File: config.mk
export PLATFORM = sky130hd
export DESIGN_NAME = system_rst_seq
export DESIGN_NICKNAME = d
export VERILOG_FILES = /design/src/rtl/system_rst_seq.sv
export SDC_FILE = /design/constraint.sdc
export NUM_CORES = 1
export LEC_CHECK = 0
export CORE_ASPECT_RATIO = 1.25
export CORE_MARGIN = 3
export CORE_UTILIZATION = 41
export DETAILED_ROUTE_END_ITERATION = 10
export PLACE_DENSITY = 0.73
export SLEW_MARGIN = 20
export SYNTH_ARGS = -nofsm -noshare
export SYNTH_HDL_FRONTEND = slang
export SYNTH_SLANG_ARGS = --single-unit
File: constraint.sdc
create_clock -name clk -period 2.18 [get_ports clk]
set_clock_uncertainty 0.05 [all_clocks]
set_input_delay 0.327 -clock clk [delete_from_list [all_inputs] [get_ports clk]]
set_output_delay 0.327 -clock clk [all_outputs]
set_load 0.01 [all_outputs]
File: src/rtl/system_rst_seq.sv
// Clock/reset sequencer: holds the PLL in reset, qualifies its lock, then
// releases the downstream domain resets one after another with fixed spacing.
module system_rst_seq #(
  parameter int N_RST          = 2,
  parameter int PLL_RST_CYCLES = 16,
  parameter int LOCK_TIMEOUT   = 100000,
  parameter int DEBOUNCE       = 1024,
  parameter int STAGE_DELAY    = 256,
  parameter int CNT_W          = 8
) (
  input  logic             clk,
  input  logic             rst,
  input  logic             pll_locked,
  input  logic             soft_rst,
  output logic             pll_rst,
  output logic [N_RST-1:0] rst_out,
  output logic             ready,
  output logic [2:0]       state,
  output logic [CNT_W-1:0] retry_cnt,
  output logic [CNT_W-1:0] loss_cnt
);

  function automatic int cw(input int v);
    return (v > 1) ? $clog2(v) : 1;
  endfunction

  localparam int W_PLL = cw(PLL_RST_CYCLES);
  localparam int W_TO  = cw(LOCK_TIMEOUT);
  localparam int W_DB  = cw(DEBOUNCE);
  localparam int W_SD  = cw(STAGE_DELAY);
  localparam int W_A   = (W_PLL > W_TO) ? W_PLL : W_TO;
  localparam int W_B   = (W_DB > W_SD) ? W_DB : W_SD;
  localparam int W_CNT = (W_A > W_B) ? W_A : W_B;

  localparam logic [W_CNT-1:0] C_PLL_LAST = W_CNT'(PLL_RST_CYCLES - 1);
  localparam logic [W_CNT-1:0] C_TO_LAST  = W_CNT'(LOCK_TIMEOUT - 1);
  localparam logic [W_CNT-1:0] C_DB_LAST  = W_CNT'(DEBOUNCE - 1);
  localparam logic [W_CNT-1:0] C_SD_LAST  = W_CNT'(STAGE_DELAY - 1);

  typedef enum logic [2:0] {
    S_PLLRST   = 3'd0,
    S_WAIT     = 3'd1,
    S_DEBOUNCE = 3'd2,
    S_RELEASE  = 3'd3,
    S_RUN      = 3'd4
  } state_t;

  state_t             r_state;
  logic [1:0]         r_sync;
  logic [W_CNT-1:0]   r_cnt;
  logic [N_RST-1:0]   r_rst_out;
  logic               r_ready;
  logic               r_pll_rst;
  logic [CNT_W-1:0]   r_retry;
  logic [CNT_W-1:0]   r_loss;

  state_t             w_state_nxt;
  logic [W_CNT-1:0]   w_cnt_nxt;
  logic [N_RST-1:0]   w_rst_out_nxt;
  logic               w_ready_nxt;
  logic [CNT_W-1:0]   w_retry_nxt;
  logic [CNT_W-1:0]   w_loss_nxt;
  logic               w_lock_s;
  logic [N_RST-1:0]   w_rst_shift;
  logic [CNT_W-1:0]   w_retry_inc;
  logic [CNT_W-1:0]   w_loss_inc;

  assign w_lock_s    = r_sync[1];
  // Channels release by shifting zeros in from bit 0, so they can only clear in order.
  assign w_rst_shift = r_rst_out << 1;
  assign w_retry_inc = (&r_retry) ? r_retry : r_retry + 1'b1;
  assign w_loss_inc  = (&r_loss) ? r_loss : r_loss + 1'b1;

  always_comb begin
    w_state_nxt   = r_state;
    w_cnt_nxt     = r_cnt;
    w_rst_out_nxt = r_rst_out;
    w_ready_nxt   = r_ready;
    w_retry_nxt   = r_retry;
    w_loss_nxt    = r_loss;
    if (soft_rst) begin
      w_state_nxt   = S_PLLRST;
      w_cnt_nxt     = '0;
      w_rst_out_nxt = '1;
      w_ready_nxt   = 1'b0;
    end else begin
      case (r_state)
        S_PLLRST: begin
          if (r_cnt == C_PLL_LAST) begin
            w_state_nxt = S_WAIT;
            w_cnt_nxt   = '0;
          end else begin
            w_cnt_nxt = r_cnt + 1'b1;
          end
        end
        S_WAIT: begin
          if (w_lock_s) begin
            w_state_nxt = S_DEBOUNCE;
            w_cnt_nxt   = '0;
          end else if (r_cnt == C_TO_LAST) begin
            w_state_nxt = S_PLLRST;
            w_cnt_nxt   = '0;
            w_retry_nxt = w_retry_inc;
          end else begin
            w_cnt_nxt = r_cnt + 1'b1;
          end
        end
        S_DEBOUNCE: begin
          if (!w_lock_s) begin
            w_state_nxt = S_WAIT;
            w_cnt_nxt   = '0;
            w_loss_nxt  = w_loss_inc;
          end else if (r_cnt == C_DB_LAST) begin
            w_state_nxt   = S_RELEASE;
            w_cnt_nxt     = '0;
            w_rst_out_nxt = w_rst_shift;
          end else begin
            w_cnt_nxt = r_cnt + 1'b1;
          end
        end
        S_RELEASE, S_RUN: begin
          if (!w_lock_s) begin
            w_state_nxt   = S_WAIT;
            w_cnt_nxt     = '0;
            w_rst_out_nxt = '1;
            w_ready_nxt   = 1'b0;
            w_loss_nxt    = w_loss_inc;
          end else if (r_state == S_RELEASE) begin
            // An all-released vector here only happens with a single channel.
            if (r_rst_out == '0) begin
              w_state_nxt = S_RUN;
              w_ready_nxt = 1'b1;
            end else if (r_cnt == C_SD_LAST) begin
              w_cnt_nxt     = '0;
              w_rst_out_nxt = w_rst_shift;
              if (w_rst_shift == '0) begin
                w_state_nxt = S_RUN;
                w_ready_nxt = 1'b1;
              end
            end else begin
              w_cnt_nxt = r_cnt + 1'b1;
            end
          end
        end
        default: begin
          w_state_nxt   = S_PLLRST;
          w_cnt_nxt     = '0;
          w_rst_out_nxt = '1;
          w_ready_nxt   = 1'b0;
        end
      endcase
    end
  end

  always_ff @(posedge clk) begin
    if (rst) begin
      r_state   <= S_PLLRST;
      r_sync    <= 2'b00;
      r_cnt     <= '0;
      r_rst_out <= '1;
      r_ready   <= 1'b0;
      r_pll_rst <= 1'b1;
      r_retry   <= '0;
      r_loss    <= '0;
    end else begin
      r_state   <= w_state_nxt;
      r_sync    <= {r_sync[0], pll_locked};
      r_cnt     <= w_cnt_nxt;
      r_rst_out <= w_rst_out_nxt;
      r_ready   <= w_ready_nxt;
      r_pll_rst <= (w_state_nxt == S_PLLRST);
      r_retry   <= w_retry_nxt;
      r_loss    <= w_loss_nxt;
    end
  end

  assign pll_rst   = r_pll_rst;
  assign rst_out   = r_rst_out;
  assign ready     = r_ready;
  assign state     = r_state;
  assign retry_cnt = r_retry;
  assign loss_cnt  = r_loss;

endmodule

==> impl_metrics.yaml, run 1 <==
status:
  status: "complete, no violations"
routing:
  drt_iter0_drc: 81
  via_per_inst: 5.530
  drtAntennaViolNets: 0
  wirelength_mm: 5.085
  wl_per_cell_um: 13.74
  drc: 0
  first_pass_iters: 4
  num_vias: 2046
worst_hold_path:
  hold_depth: 1
  holdCritPathClass: "register to register"
cells_and_area:
  final_nets: 314
  drive_gt1_frac: 0.1494
  fillCellCount: 484
  diodes: 0
  syn2layout_area_growth_pct: 23.88
  final_cell_mix: "dfxtp_1, nor2_1, clkdlybuf4s50_1"
  layout_commonest_cell: "dfxtp_1"
setup_path:
  arrival_ns: 2.16
  crit_family: "compound AO/OA/AOI/OAI gates"
  reg2reg_slack_ns: 0.16
  cp-end-kind: "register"
  critical_path_buf_inv_count: 0
  worst-setup-path-type: "register to register"
  crit_chain: "nor3b_1, o21ai_0, o21ba_2, nor4_4, o31a_1"
  ff2ff_path_depth: 5
  timing.rr.end: "rst_out[1]"
  rr_startpoint: "state[1]"
  max_stage_delay_ns: 0.46
  cp_max_fo: 11
  worst_ep_required_time_ns: 2.31
  endpoint: "rst_out[1]"
  path_depth: 5
  crit_path_start_kind: "register"
  crit_start: "state[1]"
  crit_path_top_delay_cell: "o21ba_2"
sta:
  holdWs_ns: 0.3962
  setup_violations: 0
  slew_violations: 0
  setup_tns_ns: 0
  period_needed_ns: 2.021
  worst_slew_margin_rel: 0.6792
  setup_slack_ns: 0.1586
  tightestPinTransition_ns: 0.4807
  clock.fmax_mhz: 494.7
  rsz0062_at_grt: "false"
  hold_viol: 0
  period_share: 0.9272
global_routing:
  grtUsageTotal: 0.1658
  grt_pass1_vias: 1958
  grt-ovfl-total: 0
  antenna_found_initial: 0
  grt_max_degree: 20
  grt_pass1_wl_mm: 8.618
clocking:
  root_buffer: "clkbuf_8"
  cts_setup_buffers: 0
  cts_buffers: 5
  clock_sinks: 42
  cts_tree: "built"
  clk-insertion-delay-late_ns: 0.29
  cts_hold_buf: 0
  clkTransAtPathRegs_ns: 0.08
  cts_max_path_buffers: 2
  htreeDepth: 2
floorplanning:
  die_area_sq_mm: 0.006440
  dieHeight_um: 88.98
  core_sq_mm: 0.005189
  io_pins: 27
  start_util: 0.4353
  rows: 29
  die_w_um: 72.38
power_and_ir_drop:
  power_density_mw_per_mm2: 509.5
  p_leak_nw: 0.9326
  max-vdd-ir-drop_uv: 354.5
synth:
  ys_seq_area_frac: 0.3723
  synth_cells: 269
  syn_avg_cell_area_sq_um: 8.396
  synth_area_sq_mm: 0.002258
  async_flop_share: 0
  ys_types: 55
  synth_seq_cells: 42
  synth-main-ff-cell: "dfxtp_1"
  synth-edff-count: 0
  syn_nets: 276
  yosys_warnings: 0
placement:
  io_buffers: 26
  place_ws_ns: 0.08208
  place_congestion: 0.8676
  dp.final_hpwl_mm: 3.668
job:
  drv_cap: 0
-- kinds of logic after synthesis --
group | synth area share
and+or+nand+nor | 0.3202
AOI/OAI and AO/OA | 0.1374
DFF | 0.3723
xor gates and xnor gates | 0.08920
buffers and inverters | 0.05096
muxes | 0.01330
adders and majority gates | 0.01662
-- stage by stage --
step                      instances  cell area, sq um  power, mW  utilization
final                           370              2798      1.425       0.5392
after global placement          362              2668     0.8338       0.5141
after global routing            370              2798      1.475       0.5392
after floorplan                 269              2258     0.8133            -
after detailed placement        362              2668     0.8343       0.5141
after CTS                       370              2776      1.435       0.5351
-- power by group --
group	total [mW]	internal (mW)	leakage (nW)	switching, mW
sequential	0.773	0.770	0.340	0.00313
combinational	0.0438	0.0203	0.535	0.0235
clock	0.609	0.337	0.0579	0.271
-- Yosys cell counts, types with 4 or more instances --
cell type   n  area, sq um
or3_1       5        31.28
xnor2_1    18        157.7
nand4_1     9        56.30
nor3_1     17        85.08
nand3_1    14        70.07
dfxtp_1    42        840.8
nor4_1      5        31.28
o21ai_0     8        40.04
nor2b_1     4        25.02
xor2_1      5        43.79
nand2_1    18        67.56
nor2_1     39        146.4
clkbuf_1    4        15.01
inv_1       7        26.28
o22ai_1     4        25.02
and2_1      4        25.02
a21oi_1    11        55.05
-- worst min path at each step --
stage	startpoint	end	slack, ns
2_1_floorplan	r_sync[0]	r_sync[1]	0.36
3_5_place_dp	r_sync[0]	r_sync[1]	0.38
6_report	r_sync[0]	r_sync[1]	0.40
5_1_grt	r_sync[0]	r_sync[1]	0.42
3_3_place_gp	r_sync[0]	r_sync[1]	0.37
4_1_cts	r_sync[0]	r_sync[1]	0.40
-- area by class of cell --
class | instances | area [sq um] | share of cell area
inverters | 7 | 26.28 | 0.009392
clock buffers | 5 | 68.82 | 0.02460
repair buffers | 44 | 420.4 | 0.1503
well taps | 62 | 77.57 | 0.02773
flip-flops and latches | 42 | 843.3 | 0.3014
clock inverters | 3 | 40.04 | 0.01431
multi-input cells | 207 | 1321 | 0.4723
-- repair_timing --
item / 4_1_cts / 5_1_grt
endpoints found under the setup margin: 0 / 24
endpoints found under the hold margin: 0 / 0
gates resized for setup: 0 / 7
-- state kept, by name (all words and copies together), names as in the netlist --
signal	count
r_cnt	17
loss_cnt	8
retry_cnt	8
state	3
r_sync	2
rst_out	2
pll_rst	1
ready	1
-- routing by layer --
metal,vias up,share of wire,global-route usage
li1,1037,-,-
met1,945,0.43,0.1875
met2,55,0.50,0.2974
met3,9,0.048,0.04162
met4,0,0.022,0.06711
met5,-,0,0
Note: power is estimated with default switching activity, not from simulation.
==> run 2: changes to the inputs <==
Settings changed: CORE_UTILIZATION 41 to 55, MAX_ROUTING_LAYER from default to met4, PLACE_DENSITY 0.73 to 0.9.
==> run 2 against run 1 <==
Via count increased by 6.4%. Non-clock buffer count is the same. Global-route usage up 7.5 points. Power is 5.7% lower. Critical path type unchanged. Clock-buffer cell count grew 1. Largest cell class unchanged. Cell area shrank 0.94%. Die area shrank 24%. Highest routed layer unchanged.
==> impl_metrics.yaml, run 2 (synthesis gave the netlist of run 1 again) <==
status:
  status: "complete, no violations"
floorplanning:
  die_area_sq_mm: 0.004916
  core_sq_mm: 0.003879
  rows: 25
  dieHeight_um: 77.65
  start_util: 0.5823
  die_w_um: 63.32
  io_pins: 27
cells_and_area:
  top_register: "r_cnt"
  syn2layout_area_growth_pct: 22.71
  fin_cells: 362
  layout_commonest_cell: "dfxtp_1"
  final_cell_mix: "dfxtp_1, nor2_1, clkdlybuf4s50_1"
  multi_input_area_sq_mm: 0.001333
  final_nets: 314
  largest_register_ff_count: 17
  fillCellCount: 298
  diodes: 0
  regArea_sq_um: 842.1
  drive_gt1_frac: 0.1526
setup_path:
  worst-setup-path-type: "register to register"
  max_stage_delay_ns: 0.48
  worst_ep_required_time_ns: 2.37
  cp_max_fo: 9
  crit_path_start_kind: "register"
  crit_chain: "ha_2, and3_2, nand3_1, or3_4, or3_1, a21oi_1"
  arrival_ns: 2.32
  rr_startpoint: "r_cnt[1]"
  crit_start: "r_cnt[1]"
  crit_path_top_delay_cell: "or3_4"
  cp-end-kind: "register"
worst_hold_path:
  holdCritPathClass: "register to register"
  hp-start: "r_sync[0]"
placement:
  io_buffers: 26
  dp.final_hpwl_mm: 3.992
  post-place-cells: 352
  place_ws_ns: 0.006136
  place_congestion: 0.9299
clocking:
  root_buffer: "clkbuf_8"
  htreeDepth: 2
  clk-insertion-delay-late_ns: 0.30
  clock_sinks: 42
  cts_buffers: 5
  clkTransAtPathRegs_ns: 0.08
  cts_max_path_buffers: 2
  cts_tree: "built"
routing:
  wl_met1_mm: 2.192
  via_per_inst: 6.014
  route.met3.wl_um: 297
  drt_iter0_drc: 102
  wl_per_cell_um: 15.80
  wirelength_mm: 5.718
  route.met2.wl_mm: 3.044
  drc: 0
  drtAntennaViolNets: 0
  highest_layer: "met4"
  num_vias: 2177
  first_pass_iters: 4
sta:
  slew_violations: 0
  hold_viol: 0
  period_share: 0.9763
  worst_slew_margin_rel: 0.6991
  tightestPinTransition_ns: 0.4513
  clock.fmax_mhz: 469.8
  period_needed_ns: 2.128
  setup_violations: 0
  setup_slack_ns: 0.05160
power_and_ir_drop:
  total_power_mw: 1.345
  p_leak_nw: 0.9256
  power_density_mw_per_mm2: 485.1
  max-vdd-ir-drop_uv: 424.6
global_routing:
  grt_pass1_vias: 2143
  antenna_found_initial: 0
  grtUsageTotal: 0.2413
  grt-ovfl-total: 0
  grt_pass1_wl_mm: 9.259
  grt_max_degree: 20
job:
  drv_cap: 0
==> run 2: metal layers <==
layer | vias up | GRT usage
li1 | 1037 | -
met1 | 1025 | 0.2384
met2 | 96 | 0.4562
met3 | 19 | 0.03907
met4 | 0 | 0.1102
met5 | - | -
==> run 2: worst max-delay path: cells and delay by family (launching register included) <==
family	cells	cell delay, ns
compound gates	1	0.15
simple gates	4	1.23
fa+ha+maj	1	0.23
flops	1	0.40
==> run 2: cell type report <==
| type | count | area share |
|---|---|---|
| multi-input cells | 207 | 0.4808 |
| flip-flops and latches | 42 | 0.3038 |
| repair buffers | 44 | 0.1472 |
| clock buffers | 6 | 0.02980 |
| well taps | 54 | 0.02438 |
| inverters | 7 | 0.009481 |
| clock inverters | 2 | 0.004515 |
==> run 2: through the flow <==
stage	utilization	hold slack (ns)	cell area [sq um]	TNS (ns)
after floorplan	-	0.3638	2258	0
after global placement	0.6781	0.3689	2630	0
after detailed placement	0.6781	0.4162	2630	0
after CTS	0.7026	0.4269	2725	0
after global routing	0.7145	0.4312	2771	-0.02603
final	0.7145	0.4231	2771	0
==> run 2: path summary, 6_finish.rpt <==
kind	end	slack (ns)	cells past startpoint
setup reg to reg	retry_cnt[3]	0.05	6
hold / removal	r_sync[1]	0.42	1
hold reg to reg	r_sync[1]	0.42	1
setup / recovery	retry_cnt[3]	0.05	6
==> run 2: report_power, final <==
part           switching, mW  internal, mW
combinational         0.0245        0.0203
sequential           0.00376         0.770
clock                  0.272         0.254
total                  0.300          1.04
==> run 2: what timing repair did <==
action,CTS,global route
resized for setup,0,9
buffers inserted,0,2
endpoints found under the setup margin,0,15
hold buffers,0,0
==> run 3: changes to the inputs <==
Settings changed: CORE_UTILIZATION 55 to 60, GPL_TIMING_DRIVEN from default to 1, PLACE_DENSITY 0.9 to 0.95.
Clock period 2.18 ns to 2.58 ns, I/O delays scaled along.
==> run 3 against run 2 <==
Clock power is 18% higher. Flip-flop and latch count did not move. Global-route usage grew 2.9 points. Maximum frequency is 8.1% lower. Via count down 2.2%. Combinational power down 35%. Wire length is 6.9% lower. Setup slack better by 0.21 ns. Power shrank 3.0%. Cell area is 4.2% lower. Final cell count is 7.7% lower.
==> impl_metrics.yaml, run 3 (synthesis gave the netlist of run 1 again) <==
status:
  status: "complete, no violations"
sta:
  setup_slack_ns: 0.2631
  period_share: 0.8980
  holdWs_ns: 0.4173
  slew_violations: 0
  hold_viol: 0
  setup_violations: 0
  period_needed_ns: 2.317
  clock.fmax_mhz: 431.6
  worst_slew_margin_rel: 0.5546
  tightestPinTransition_ns: 0.6656
  rsz0062_at_grt: "false"
  setup_tns_ns: 0
setup_path:
  worst-setup-path-type: "register to register"
  crit_path_start_kind: "register"
  worst_ep_required_time_ns: 2.76
  crit_chain: "nor4b_2, o211ai_1, or3_1, or3_1, a21oi_1"
  cp-end-kind: "register"
  arrival_ns: 2.50
  cp_max_fo: 17
  cp_common_cell: "or3_1"
  crit_path_top_delay_cell: "dfxtp_1"
  max_stage_delay_ns: 0.64
clocking:
  cts_resized: 0
  clkTransAtPathRegs_ns: 0.08
  clock_sinks: 42
  clk-insertion-delay-late_ns: 0.30
  root_buffer: "clkbuf_8"
  cts_hold_buf: 0
  cts_setup_buffers: 0
  cts_max_path_buffers: 2
  cts_buffers: 5
  htreeDepth: 2
  cts_tree: "built"
global_routing:
  antenna_found_initial: 0
  grtUsageTotal: 0.2706
  grt_pass1_vias: 2007
  grt_max_degree: 20
  grt_pass1_wl_mm: 9.039
  grt-ovfl-total: 0
power_and_ir_drop:
  power.internal_mw: 1.049
  switchingPower_mw: 0.2555
  p_comb_frac: 0.022
  seq_power_share: 0.501
  power.share.switching: 0.1959
  max-vdd-ir-drop_uv: 393.8
  power_density_mw_per_mm2: 491.6
  p_clk_frac: 0.476
  p_leak_nw: 0.8694
cells_and_area:
  final_nets: 301
  drive_gt1_frac: 0.09153
  diodes: 0
  layout_commonest_cell: "dfxtp_1"
  syn2layout_area_growth_pct: 17.51
  largest_register_ff_count: 17
  top_register: "r_cnt"
  final_cell_mix: "dfxtp_1, nor2_1, clkdlybuf4s50_1"
  fin_area_sq_mm: 0.002654
placement:
  io_buffers: 26
  dpl_cell_area_sq_mm: 0.002516
  place_ws_ns: 0.3295
  dp.final_hpwl_mm: 3.756
  place_congestion: 1.032
routing:
  drt_iter0_drc: 98
  via_per_inst: 6.374
  wl_per_cell_um: 15.93
  num_vias: 2129
  first_pass_iters: 4
  wirelength_mm: 5.322
  drc: 0
  drtAntennaViolNets: 0
floorplanning:
  dieHeight_um: 74.60
  rows: 24
  start_util: 0.6374
  io_pins: 27
  core_sq_mm: 0.003543
  die_area_sq_mm: 0.004541
  die_w_um: 60.88
worst_hold_path:
  holdCritPathClass: "register to register"
job:
  drv_cap: 0
==> run 3: cell type report <==
cell class / count / area, sq um
Sequential cell: 42 / 840.8
Clock inverter: 3 / 68.82
Fill cell: 244 / 889.6
Clock buffer: 5 / 68.82
Multi-Input combinational cell: 207 / 1303
Tap cell: 39 / 48.80
Timing Repair Buffer: 31 / 297.8
Inverter: 7 / 26.28
==> run 3: final timing paths <==
kind	start	endpoint	slack [ns]	cells past startpoint
hold / removal	r_sync[0]	r_sync[1]	0.42	1
setup reg to reg	state[0]	retry_cnt[3]	0.26	5
setup / recovery	state[0]	retry_cnt[3]	0.26	5
hold reg to reg	r_sync[0]	r_sync[1]	0.42	1
==> run 3: routing by layer <==
layer / global-route usage / up-vias / wire (um)
li1: - / 1008 / -
met1: 0.3141 / 1016 / 2152
met2: 0.4174 / 81 / 2687
met3: 0.07118 / 24 / 307
met4: 0.1518 / 0 / 174
met5: - / - / 0
==> run 3: worst max-delay path: cells and delay by family (launching register included) <==
family	cells	cell delay [ns]
compound gates	2	0.29
flops	1	0.64
simple gates	3	1.27
==> run 3: power by group through the flow <==
stage,clock (mW),combinational [mW],sequential [mW]
2_1_floorplan,0,0.0190,0.668
3_3_place_gp,0,0.0277,0.669
3_5_place_dp,0,0.0289,0.669
4_1_cts,0.634,0.0289,0.654
5_1_grt,0.657,0.0325,0.655
6_report,0.622,0.0292,0.654
==> run 3: stage by stage <==
step | instances | utilization | total power [mW]
after floorplan | 269 | - | 0.6872
after CTS | 334 | 0.7489 | 1.317
after global routing | 334 | 0.7489 | 1.344
after global placement | 326 | 0.7101 | 0.6964
final | 334 | 0.7489 | 1.305
after detailed placement | 326 | 0.7101 | 0.6979
